**src/rtl/queue_fifo.sv**
```systemverilog
// Synchronous circular-buffer FIFO with registered pop data, occupancy count
// and sticky overflow/underflow flags.
module queue_fifo #(
    parameter int DATA_WIDTH = 8,
    parameter int DEPTH      = 8
) (
    input  logic                    clk,
    input  logic                    reset,
    input  logic                    push,
    input  logic                    pop,
    input  logic [DATA_WIDTH-1:0]   data_in,
    output logic [DATA_WIDTH-1:0]   data_out,
    output logic                    data_valid,
    output logic                    queue_empty,
    output logic                    queue_full,
    output logic [$clog2(DEPTH):0]  count,
    output logic                    overflow,
    output logic                    underflow
);

    localparam int AW = $clog2(DEPTH);
    localparam int CW = AW + 1;
    localparam logic [CW-1:0] FULL_COUNT = CW'(DEPTH);

    logic [DATA_WIDTH-1:0] mem [DEPTH];
    logic [AW-1:0]         wr_ptr;
    logic [AW-1:0]         rd_ptr;
    logic [CW-1:0]         count_next;
    logic                  pop_ok;
    logic                  push_ok;

    // A push into a full queue is still accepted when a pop frees a slot on the same edge.
    assign pop_ok  = pop && (count != '0);
    assign push_ok = push && ((count != FULL_COUNT) || pop_ok);

    always_comb begin
        count_next = count;
        if (push_ok && !pop_ok) begin
            count_next = count + CW'(1);
        end else if (!push_ok && pop_ok) begin
            count_next = count - CW'(1);
        end
    end

    // Storage has no reset; stale contents are never read before being rewritten.
    always_ff @(posedge clk) begin
        if (!reset && push_ok) begin
            mem[wr_ptr] <= data_in;
        end
    end

    always_ff @(posedge clk) begin
        if (reset) begin
            wr_ptr      <= '0;
            rd_ptr      <= '0;
            count       <= '0;
            queue_empty <= 1'b1;
            queue_full  <= 1'b0;
            data_out    <= '0;
            data_valid  <= 1'b0;
            overflow    <= 1'b0;
            underflow   <= 1'b0;
        end else begin
            data_valid <= pop_ok;
            if (push_ok) begin
                wr_ptr <= wr_ptr + AW'(1);
            end
            if (pop_ok) begin
                data_out <= mem[rd_ptr];
                rd_ptr   <= rd_ptr + AW'(1);
            end
            if (push && !push_ok) begin
                overflow <= 1'b1;
            end
            if (pop && !pop_ok) begin
                underflow <= 1'b1;
            end
            count       <= count_next;
            queue_empty <= (count_next == '0);
            queue_full  <= (count_next == FULL_COUNT);
        end
    end

endmodule
```
**config.mk**
```make
export PLATFORM = sky130hd
export DESIGN_NAME = queue_fifo
export DESIGN_NICKNAME = d
export VERILOG_FILES = /design/src/rtl/queue_fifo.sv
export SDC_FILE = /design/constraint.sdc
export NUM_CORES = 1
export LEC_CHECK = 0
export CAP_MARGIN = 30
export CORE_ASPECT_RATIO = 1.75
export CORE_MARGIN = 5
export CORE_UTILIZATION = 29
export DETAILED_ROUTE_END_ITERATION = 10
export MAX_ROUTING_LAYER = met4
export PLACE_DENSITY_LB_ADDON = 0.3
export SLEW_MARGIN = 30
export SYNTH_ARGS = -nofsm -noshare
export SYNTH_HDL_FRONTEND = slang
export SYNTH_SLANG_ARGS = --single-unit
```
**constraint.sdc**
```tcl
create_clock -name clk -period 2.7 [get_ports clk]
set_clock_uncertainty 0.05 [all_clocks]
set_input_delay 0.27 -clock clk [delete_from_list [all_inputs] [get_ports clk]]
set_output_delay 0.27 -clock clk [all_outputs]
set_load 0.05 [all_outputs]
```
# After elaboration in Yosys (flattened, before gate mapping)
# Memories as Yosys holds them, arrays and structs flattened. A register that Yosys moved wholly into a read port is not among the register bits.
# Cells that the tools add are included.
dict set report totals {
  register_bits 15
  ram_bits 64
  in_bits 12
  output_inout_bits 17
  word_cells 32
  n_memories 1
}
# memory words width rd rd_clocked_by_memory_dff write_ports line_no
set mem_list {}
lappend mem_list {mem 8 8 1 1 1 25} ;# logic [DATA_WIDTH-1:0] mem [DEPTH];
dict set report op_classes {
  n_addsub 4
  eq_ne 2
  n_mux 4
  reduce_logical 13
}
# op n
set ops {}
lappend ops {{$mux 4} 2}
lappend ops {{$logic_and 1x1->1} 7}
lappend ops {{$add 3x1->3 const B} 2}
lappend ops {{$add 4x1->4 const B} 1}
lappend ops {{$eq 4x4->1 const B} 1}
lappend ops {{$logic_not 4->1} 1}
lappend ops {{$ne 4x4->1 const B} 1}
lappend ops {{$reduce_bool 4->1} 1}
lappend ops {{$sub 4x1->4 const B} 1}
lappend ops {{$logic_not 1->1} 3}
lappend ops {{$mux 1} 2}
lappend ops {{$logic_or 1x1->1} 1}

# Logic depth before layout (Yosys ltp)
# Gate-level depths: netlist (run 1).
dict set report logic_depth {
  word_depth 9
  ltp_mapped 8
  mapped_depth_nobuf 7
}

# Worst setup path after synthesis (run 1)
# Ideal clock, no wire load.
dict set report synth_timing {
  kind {register -> register}
  startpoint {register count[1]}
  endpoint {memory mem[0][0] (enable)}
  setup_ns 0.383
  arrival_time_ns 2.144
  required_time_ns 2.267
  path_slack_ns 0.123
  path_stages_with_launch 7
  n_path_buf 1
  period_less_slack_ns 2.577
  path_cell_list {dfxtp_1 -> clkbuf_1 -> inv_1 -> ha_1 -> nand2b_1 -> o21ai_0 -> nor3_1}
}
dict set report synth_via {
  elab_chain_cells 7
  word_cells_on_any_way 8
  cone_classes {1 x eq/ne; 2 x mux; 5 x reduce/logical}
}
# item line_no
set synth_lines {}
lappend synth_lines {{start, declared} 16} ;# output logic [$clog2(DEPTH):0] count,
lappend synth_lines {{start signal, assigned} 78} ;# count <= count_next;
lappend synth_lines {{$reduce_bool 4->1} 33} ;# assign pop_ok = pop && (count != '0);
lappend synth_lines {{$logic_and 1x1->1} 33}
lappend synth_lines {{$logic_or 1x1->1 *} 34} ;# assign push_ok = push && ((count != FULL_COUNT) || pop_ok);
lappend synth_lines {{$logic_and 1x1->1 *} 34}
lappend synth_lines {{$logic_and 1x1->1 *} 47} ;# if (!reset && push_ok) begin
lappend synth_lines {{$mux 1 *} 47}
lappend synth_lines {{$mux 1 (implied by the code) *} 48} ;# mem[wr_ptr] <= data_in;
lappend synth_lines {{end, declared} 25}
# Every way passes the cells marked *; elsewhere a longest branch is shown, timed or not.

# Final worst setup path (run 1)
dict set report layout_timing {
  startpoint {register count[1]}
  endpoint {register queue_empty}
}
dict set report layout_via {
  elab_chain_cells 9
  word_cells_on_any_way 14
  cone_classes {2 x add/sub; 1 x eq/ne; 2 x mux; 9 x reduce/logical}
}
# item line_no
set layout_lines {}
lappend layout_lines {{$reduce_bool 4->1} 33}
lappend layout_lines {{$logic_and 1x1->1} 33}
lappend layout_lines {{$logic_or 1x1->1} 34}
lappend layout_lines {{$logic_and 1x1->1} 34}
lappend layout_lines {{$logic_not 1->1} 40} ;# end else if (!push_ok && pop_ok) begin
lappend layout_lines {{$logic_and 1x1->1} 40}
lappend layout_lines {{$mux 4} 40}
lappend layout_lines {{$mux 4 *} 38} ;# if (push_ok && !pop_ok) begin
lappend layout_lines {{$logic_not 4->1 *} 79} ;# queue_empty <= (count_next == '0);
lappend layout_lines {{end signal, assigned} 79}
lappend layout_lines {{end, declared} 14} ;# output logic queue_empty,
# Marks and branches as above.
# A chain may end at the register's enable or synchronous reset.

==> results.rst, run 1 <==
.. list-table::
   :header-rows: 1

   * - Metric
     - Value
   * - Instance area at placement
     - 4060 sq um
   * - Tmin final
     - 2250 ps
   * - Area taken by flip-flops and latches
     - 2380 sq um
   * - Post-Syn Instances
     - 229
   * - Worst setup startpoint
     - count[1]
   * - H-tree depth reported by CTS
     - 3
   * - Final setup violation count
     - 0
   * - Max-Slew Margin vs Limit
     - 0.605
   * - Layout Nets
     - 283
   * - Number of global-route vias before repair
     - 2067
   * - Clock network latency to the later pin of the worst-skew pair
     - 340 ps
   * - Number of CTS-inserted buffers
     - 9
   * - Wire length of the first global-routing pass
     - 11.2 mm
   * - Maximum operating frequency
     - 445 MHz
   * - Leftover overflow at the end of global routing
     - 0
   * - Synth async-reset ratio
     - 0
   * - Number of hold violations in the final report
     - 0
   * - Reg-to-reg startpoint
     - count[1]
   * - DP Wirelength
     - 4.72 mm
   * - Buffers from clock root to sink, at most
     - 2
   * - Number of max-slew violations in the final report
     - 0
   * - Count of buffers inserted at the top-level ports
     - 28
   * - Gates resized, CTS repair
     - 0
   * - Grt met2 use
     - 0.183
   * - Total power of the final layout
     - 4.18 mW
   * - Primary FF master, synth
     - edfxtp_1
   * - Synthesis Warnings
     - 0
   * - Wire length per cell after detailed routing
     - 15.7 microns
   * - Busiest grt layer
     - met2
   * - Routed WL
     - 6.86 mm
   * - Area growth from synthesis to layout
     - 22.2%
   * - Clk sink count
     - 87
   * - Worst reg-to-reg path cell count
     - 7
   * - Leakage power of the design
     - 1.41 nW
   * - ANT cells
     - 0
   * - Post-route design area
     - 4340 sq um
   * - Overall fraction of global-route tracks in use
     - 0.105
   * - Crit path DAT
     - 2430 ps
   * - CP startpoint kind
     - flop
   * - Peak supply drop
     - 0.000312 V
   * - Ratio of total power to cell area
     - 963 nW/um^2
   * - Hold Buf Count CTS
     - 0
   * - TritonCTS clock tree
     - done
   * - Violation count after the first detailed-route iteration
     - 74
   * - Number of standard-cell rows in the floorplan
     - 53
   * - Footprint of the multi-input gates
     - 1080 sq um
   * - Y dimension of the die
     - 156 microns
   * - Final-layout setup total negative slack
     - 0 ps
   * - Hold path cells
     - 2
   * - Number of flip-flops and latches in the synthesized netlist
     - 87
   * - Most frequent standard cell in the layout excluding fill and tap cells
     - edfxtp_1
   * - Global Route met1 Usage
     - 0.112
   * - Worst hold path type
     - flop to flop
   * - Unrepaired setup endpoints after global routing
     - no
   * - Filler Cell Count
     - 1137
   * - Result of the run
     - completed
   * - Number of max-capacitance violations reported
     - 0
   * - Pin count of the biggest net entering global routing
     - 22
   * - Count of unresolved DRC violations after routing
     - 0
   * - Die outline width
     - 93.7 microns
   * - Number of synthesized flops with an enable pin
     - 64
   * - Worst-margin pin slew
     - 591 ps
   * - Post-route ant nets
     - 0
   * - Hold WS
     - 414 ps
   * - Initial antenna violation count
     - 0
   * - Cell chosen for the clock root
     - clkbuf_16
   * - Met3 routing resource usage after global routing
     - 0.0236
   * - Vias post-DR
     - 1959
   * - Total I/O pin count
     - 29
   * - Final period utilization
     - 0.833
   * - Starting density of the core
     - 0.296
   * - Part of the Yosys area used for sequential elements
     - 0.670
   * - CTS clk-pin slew, worst paths
     - 60 ps
   * - Setup fix buffers added after clock tree synthesis
     - 0
   * - Largest fanout on the critical path
     - 10
   * - Critical Setup Path Class
     - flop to flop
   * - Detailed-routing iteration count for the pre-antenna-repair pass
     - 5
   * - Vias per cell
     - 4.48
   * - Most frequent cells in the layout
     - edfxtp_1 (64), clkdlybuf4s50_1 (28), nor2_1 (24)
   * - Hold wc startpoint
     - underflow
   * - Net count after synthesis
     - 245
   * - Element type at the critical path end
     - flop
   * - Placer's final routability congestion estimate
     - 0.845
   * - Synth Area per Inst
     - 15.5 sq um
   * - Number of different library cells in the post-synthesis netlist
     - 40
   * - Die ar.
     - 14700 sq um
   * - Area of the mapped netlist
     - 3560 sq um
   * - Core occupancy in the finished layout
     - 0.362
   * - Placeable core region
     - 12000 sq um
   * - Layout cell share with drive strength beyond 1
     - 0.188
   * - Worst path required time
     - 2880 ps
## worst paths after layout
kind | endpoint | slack (ps)
setup / recovery | queue_empty | 450
hold / removal | underflow | 410
setup reg to reg | queue_empty | 450
hold reg to reg | underflow | 410
## cell type report
class	instances	share of cell area
Clock inverter	6	0.0101
Clock buffer	10	0.0550
Timing Repair Buffer	41	0.0870
Inverter	4	0.00403
Tap cell	165	0.0475
Multi-Input combinational cell	124	0.248
Sequential cell	87	0.548
## registers in the layout, summed over array words and instances, names as in the netlist
name and cells:
mem 64, data_out 8, count 4, rd_ptr 3
wr_ptr 3, data_valid 1, overflow 1, queue_empty 1
queue_full 1, underflow 1
## worst max-delay path: stages, from the launching register on
cell and delay, ps:
dfxtp_1 520, inv_1 90, ha_1 280, nor3b_4 210, or3_4 370, nor4b_1 150, o31a_1 300, a21o_1 170
## power breakdown
| group | internal (mW) | leakage (nW) | switching, mW |
|---|---|---|---|
| registers | 1.56 | 0.767 | 0.103 |
| logic | 0.586 | 0.507 | 0.785 |
| clock network | 0.652 | 0.139 | 0.501 |
| total | 2.79 | 1.41 | 1.39 |
## metrics by stage
stage,cells,worst slack [ps]
global placement,421,416
CTS,437,431
detailed placement,421,360
finish,437,452
floorplan,229,123
global route,437,261
## cell usage after synthesis (4+ instances only)
cell | count | area (sq um)
a211oi_1 | 9 | 67.6
a21oi_1 | 6 | 30.0
clkbuf_1 | 6 | 22.5
dfxtp_1 | 23 | 460
edfxtp_1 | 64 | 1920
ha_1 | 4 | 50.1
mux2i_1 | 9 | 90.1
mux4_2 | 16 | 360
nand2_1 | 10 | 37.5
nor2_1 | 24 | 90.1
nor3_1 | 6 | 30.0
o21ai_0 | 4 | 20.0
xnor2_1 | 4 | 35.0
## logic make-up (layout without fill, tap and decap cells)
| kind of cell | after synthesis | count (layout) | synth area share |
|---|---|---|---|
| compound gates | 28 | 28 | 0.0545 |
| xor+xnor | 6 | 6 | 0.0148 |
| fa+ha+maj | 4 | 4 | 0.0141 |
| buf+inv | 18 | 61 | 0.0271 |
| flops | 87 | 87 | 0.670 |
| mux | 25 | 25 | 0.127 |
| simple gates | 61 | 61 | 0.0929 |
## per-layer routing
metal  part of all wire  vias up
li1                   -      950
met1               0.40      960
met2               0.55       34
met3              0.026       15
met4              0.024        0
met5                  0        -
Power figures use the tool's default switching activity.
==> run 2, diff against run 1 <==
==> constraint.sdc (replaced) <==
create_clock -name clk -period 2.3 [get_ports clk]
set_clock_uncertainty 0.05 [all_clocks]
set_input_delay 0.23 -clock clk [delete_from_list [all_inputs] [get_ports clk]]
set_output_delay 0.23 -clock clk [all_outputs]
set_load 0.05 [all_outputs]
==> run 2 against run 1 <==
Net effect:
- final area increased by 1.6%
- largest power group unchanged
- flip-flop and latch count unchanged
- wire length increased by 1.2%
- register-to-register slack got worse by 340 ps
- sequential power increased by 16%
==> results.rst, run 2 (same netlist as run 1, synthesis figures left out) <==
.. list-table::
   :header-rows: 1

   * - Metric
     - Value
   * - Final setup violation count
     - 0 (unchanged)
   * - Layout Nets
     - 286 (+1.1%)
   * - Layout cell share with drive strength beyond 1
     - 0.233 (+0.0452)
   * - Vias per cell
     - 4.56 (+1.8%)
   * - Number of global-route vias before repair
     - 2081 (+0.68%)
   * - Critical Setup Path Class
     - flop to flop
   * - Max-Slew Margin vs Limit
     - 0.660 (+0.0545)
   * - Largest register by flop count
     - mem
   * - Pin count of the biggest net entering global routing
     - 24 (+9.1%)
   * - Ratio of total power to cell area
     - 1140 nW/um^2 (+19%)
   * - Y dimension of the die
     - 156 microns (unchanged)
   * - Initial antenna violation count
     - 0 (unchanged)
   * - Tmin final
     - 2190 ps (-55.3 ps)
   * - Result of the run
     - completed
   * - Net switching fraction of the power
     - 0.340 (+0.00751)
   * - Wire length per cell after detailed routing
     - 15.8 microns (+0.52%)
   * - Worst setup startpoint
     - count[0]
   * - Top flop regs
     - mem: 64 flops, data_out: 8 flops, count: 4 flops
   * - Worst slack after detailed placement
     - -9.69 ps (-370 ps)
   * - Die ar.
     - 14700 sq um (unchanged)
   * - Overall fraction of global-route tracks in use
     - 0.106 (+0.000526)
   * - Final-layout setup total negative slack
     - 0 ps (unchanged)
   * - Post-route design area
     - 4410 sq um (+1.6%)
   * - Starting density of the core
     - 0.296 (unchanged)
   * - Detailed-routing iteration count for the pre-antenna-repair pass
     - 4 (-1)
   * - Worst hold path type
     - flop to flop
   * - Placer's final routability congestion estimate
     - 0.841 (-0.44%)
   * - DP Wirelength
     - 5.02 mm (+6.4%)
   * - Internal Dissipation
     - 3.33 mW (+19%)
   * - Count of buffers inserted at the top-level ports
     - 28 (unchanged)
   * - Leakage power of the design
     - 1.44 nW (+1.9%)
   * - Worst reg-to-reg path cell count
     - 6 (-1)
   * - Worst path required time
     - 2240 ps (-640 ps)
   * - Most frequent cells in the layout
     - edfxtp_1 (64), clkdlybuf4s50_1 (28), dfxtp_1 (21)
   * - Largest fanout on the critical path
     - 8 (-2)
   * - Count of unresolved DRC violations after routing
     - 0 (unchanged)
   * - Portion of total power attributed to combinational logic
     - 0.334 (+0.006)
   * - Net switching component of the power
     - 1.71 mW (+23%)
   * - CTS clk-pin slew, worst paths
     - 70 ps (about the same)
   * - Worst reg2reg path endpoint
     - mem[5][5]
   * - Post-route ant nets
     - 0 (unchanged)
   * - ANT cells
     - 0 (unchanged)
   * - Number of CTS-inserted buffers
     - 9 (unchanged)
   * - Violation count after the first detailed-route iteration
     - 99 (+34%)
   * - TritonCTS clock tree
     - done
   * - Crit path DAT
     - 2130 ps (-300 ps)
   * - H-tree depth reported by CTS
     - 3 (unchanged)
   * - Total I/O pin count
     - 29 (unchanged)
   * - Clock network latency to the later pin of the worst-skew pair
     - 340 ps (about the same)
   * - Most frequent standard cell in the layout excluding fill and tap cells
     - edfxtp_1
   * - Leftover overflow at the end of global routing
     - 0 (unchanged)
   * - Total power of the final layout
     - 5.05 mW (+21%)
   * - Share of total power in sequential cells
     - 0.381 (-0.016)
   * - Number of max-slew violations in the final report
     - 0 (unchanged)
   * - Number of flip-flops in the largest register
     - 64 (unchanged)
   * - Area growth from synthesis to layout
     - 24.1%
   * - Element type at the critical path end
     - flop
   * - Clk sink count
     - 87 (unchanged)
   * - Wire length of the first global-routing pass
     - 11.2 mm (-0.43%)
   * - Placeable core region
     - 12000 sq um (unchanged)
   * - Instance area at placement
     - 4120 sq um (+1.4%)
   * - Die outline width
     - 93.7 microns (unchanged)
   * - Clock power share
     - 0.285 (+0.009)
   * - Minimum setup slack in the final design
     - 107 ps (-345 ps)
   * - Flop2flop setup slack
     - 110 ps (-340 ps)
   * - Number of standard-cell rows in the floorplan
     - 53 (unchanged)
   * - Hold Buf Count CTS
     - 0 (unchanged)
   * - Maximum operating frequency
     - 456 MHz (+2.5%)
   * - Number of max-capacitance violations reported
     - 0 (unchanged)
   * - Peak supply drop
     - 0.000314 V (+0.56%)
   * - Gates resized, CTS repair
     - 0 (unchanged)
   * - Number of hold violations in the final report
     - 0 (unchanged)
   * - Worst Setup EP
     - mem[5][5]
   * - Vias post-DR
     - 2007 (+2.5%)
   * - Buffers from clock root to sink, at most
     - 2 (unchanged)
   * - Routed WL
     - 6.94 mm (+1.2%)
   * - Cell chosen for the clock root
     - clkbuf_16
   * - Final period utilization
     - 0.953 (+0.121)
   * - Setup fix buffers added after clock tree synthesis
     - 0 (unchanged)
   * - Unrepaired setup endpoints after global routing
     - yes
   * - Worst-margin pin slew
     - 510 ps (-81.6 ps)
   * - CP startpoint kind
     - flop
   * - Reg-to-reg startpoint
     - count[0]
run 2: cell count changes in the layout (fill, tap and decap cells not counted), moves of 2 or more:
cell      change
nor3_2        +4
nor2_1        -4
dfxtp_1       -2
nor3_1        -4
dfxtp_2       +2
inv_8         +4
nor2_2        +4
buf_4         +3
clkinv_2      -2
run 2: area by class of cell:
type / count / area, sq um
clock inverters: 7 / 70.1
repair buffers: 44 / 400
flip-flops and latches: 87 / 2380
multi-input cells: 124 / 1110
well taps: 165 / 206
fillers: 1108 / 7590
inverters: 4 / 17.5
clock buffers: 9 / 225
run 2: worst min path at each step:
| stage | start | to | depth (start not counted) |
|---|---|---|---|
| after global routing | underflow | underflow | 2 |
| final | underflow | underflow | 2 |
| after CTS | underflow | underflow | 2 |
| after global placement | underflow | underflow | 2 |
| after floorplan | data_in[0] | mem[0][0] | 0 |
| after detailed placement | underflow | underflow | 2 |
run 2: stage by stage:
stage	utilization	hold WS (ps)	cells
finish	0.368	421	440
global route	0.368	455	440
CTS	0.368	426	440
detailed placement	0.343	408	424
global placement	0.343	410	424
floorplan	-	279	229
run 2: routing by layer:
metal,vias up,wire length (microns),GRT usage
li1,962,-,-
met1,1000,2680,0.108
met2,34,3920,0.187
met3,11,174,0.0202
met4,0,172,0.0599
met5,-,0,-
run 2: power by group through the flow:
stage	clock, mW	combinational [mW]	sequential (mW)
6_report	1.44	1.68	1.92
5_1_grt	1.56	1.82	1.94
4_1_cts	1.49	1.71	1.92
3_5_place_dp	0	1.71	1.96
3_3_place_gp	0	1.70	1.96
2_1_floorplan	0	0.899	2.29
run 2: worst max-delay path, stage by stage (launching register included):
cell and delay (ps):
dfxtp_2 390, inv_1 100, ha_1 290, nor4bb_1 190, nor2b_1 210, nand2_1 180
nor2_2 430
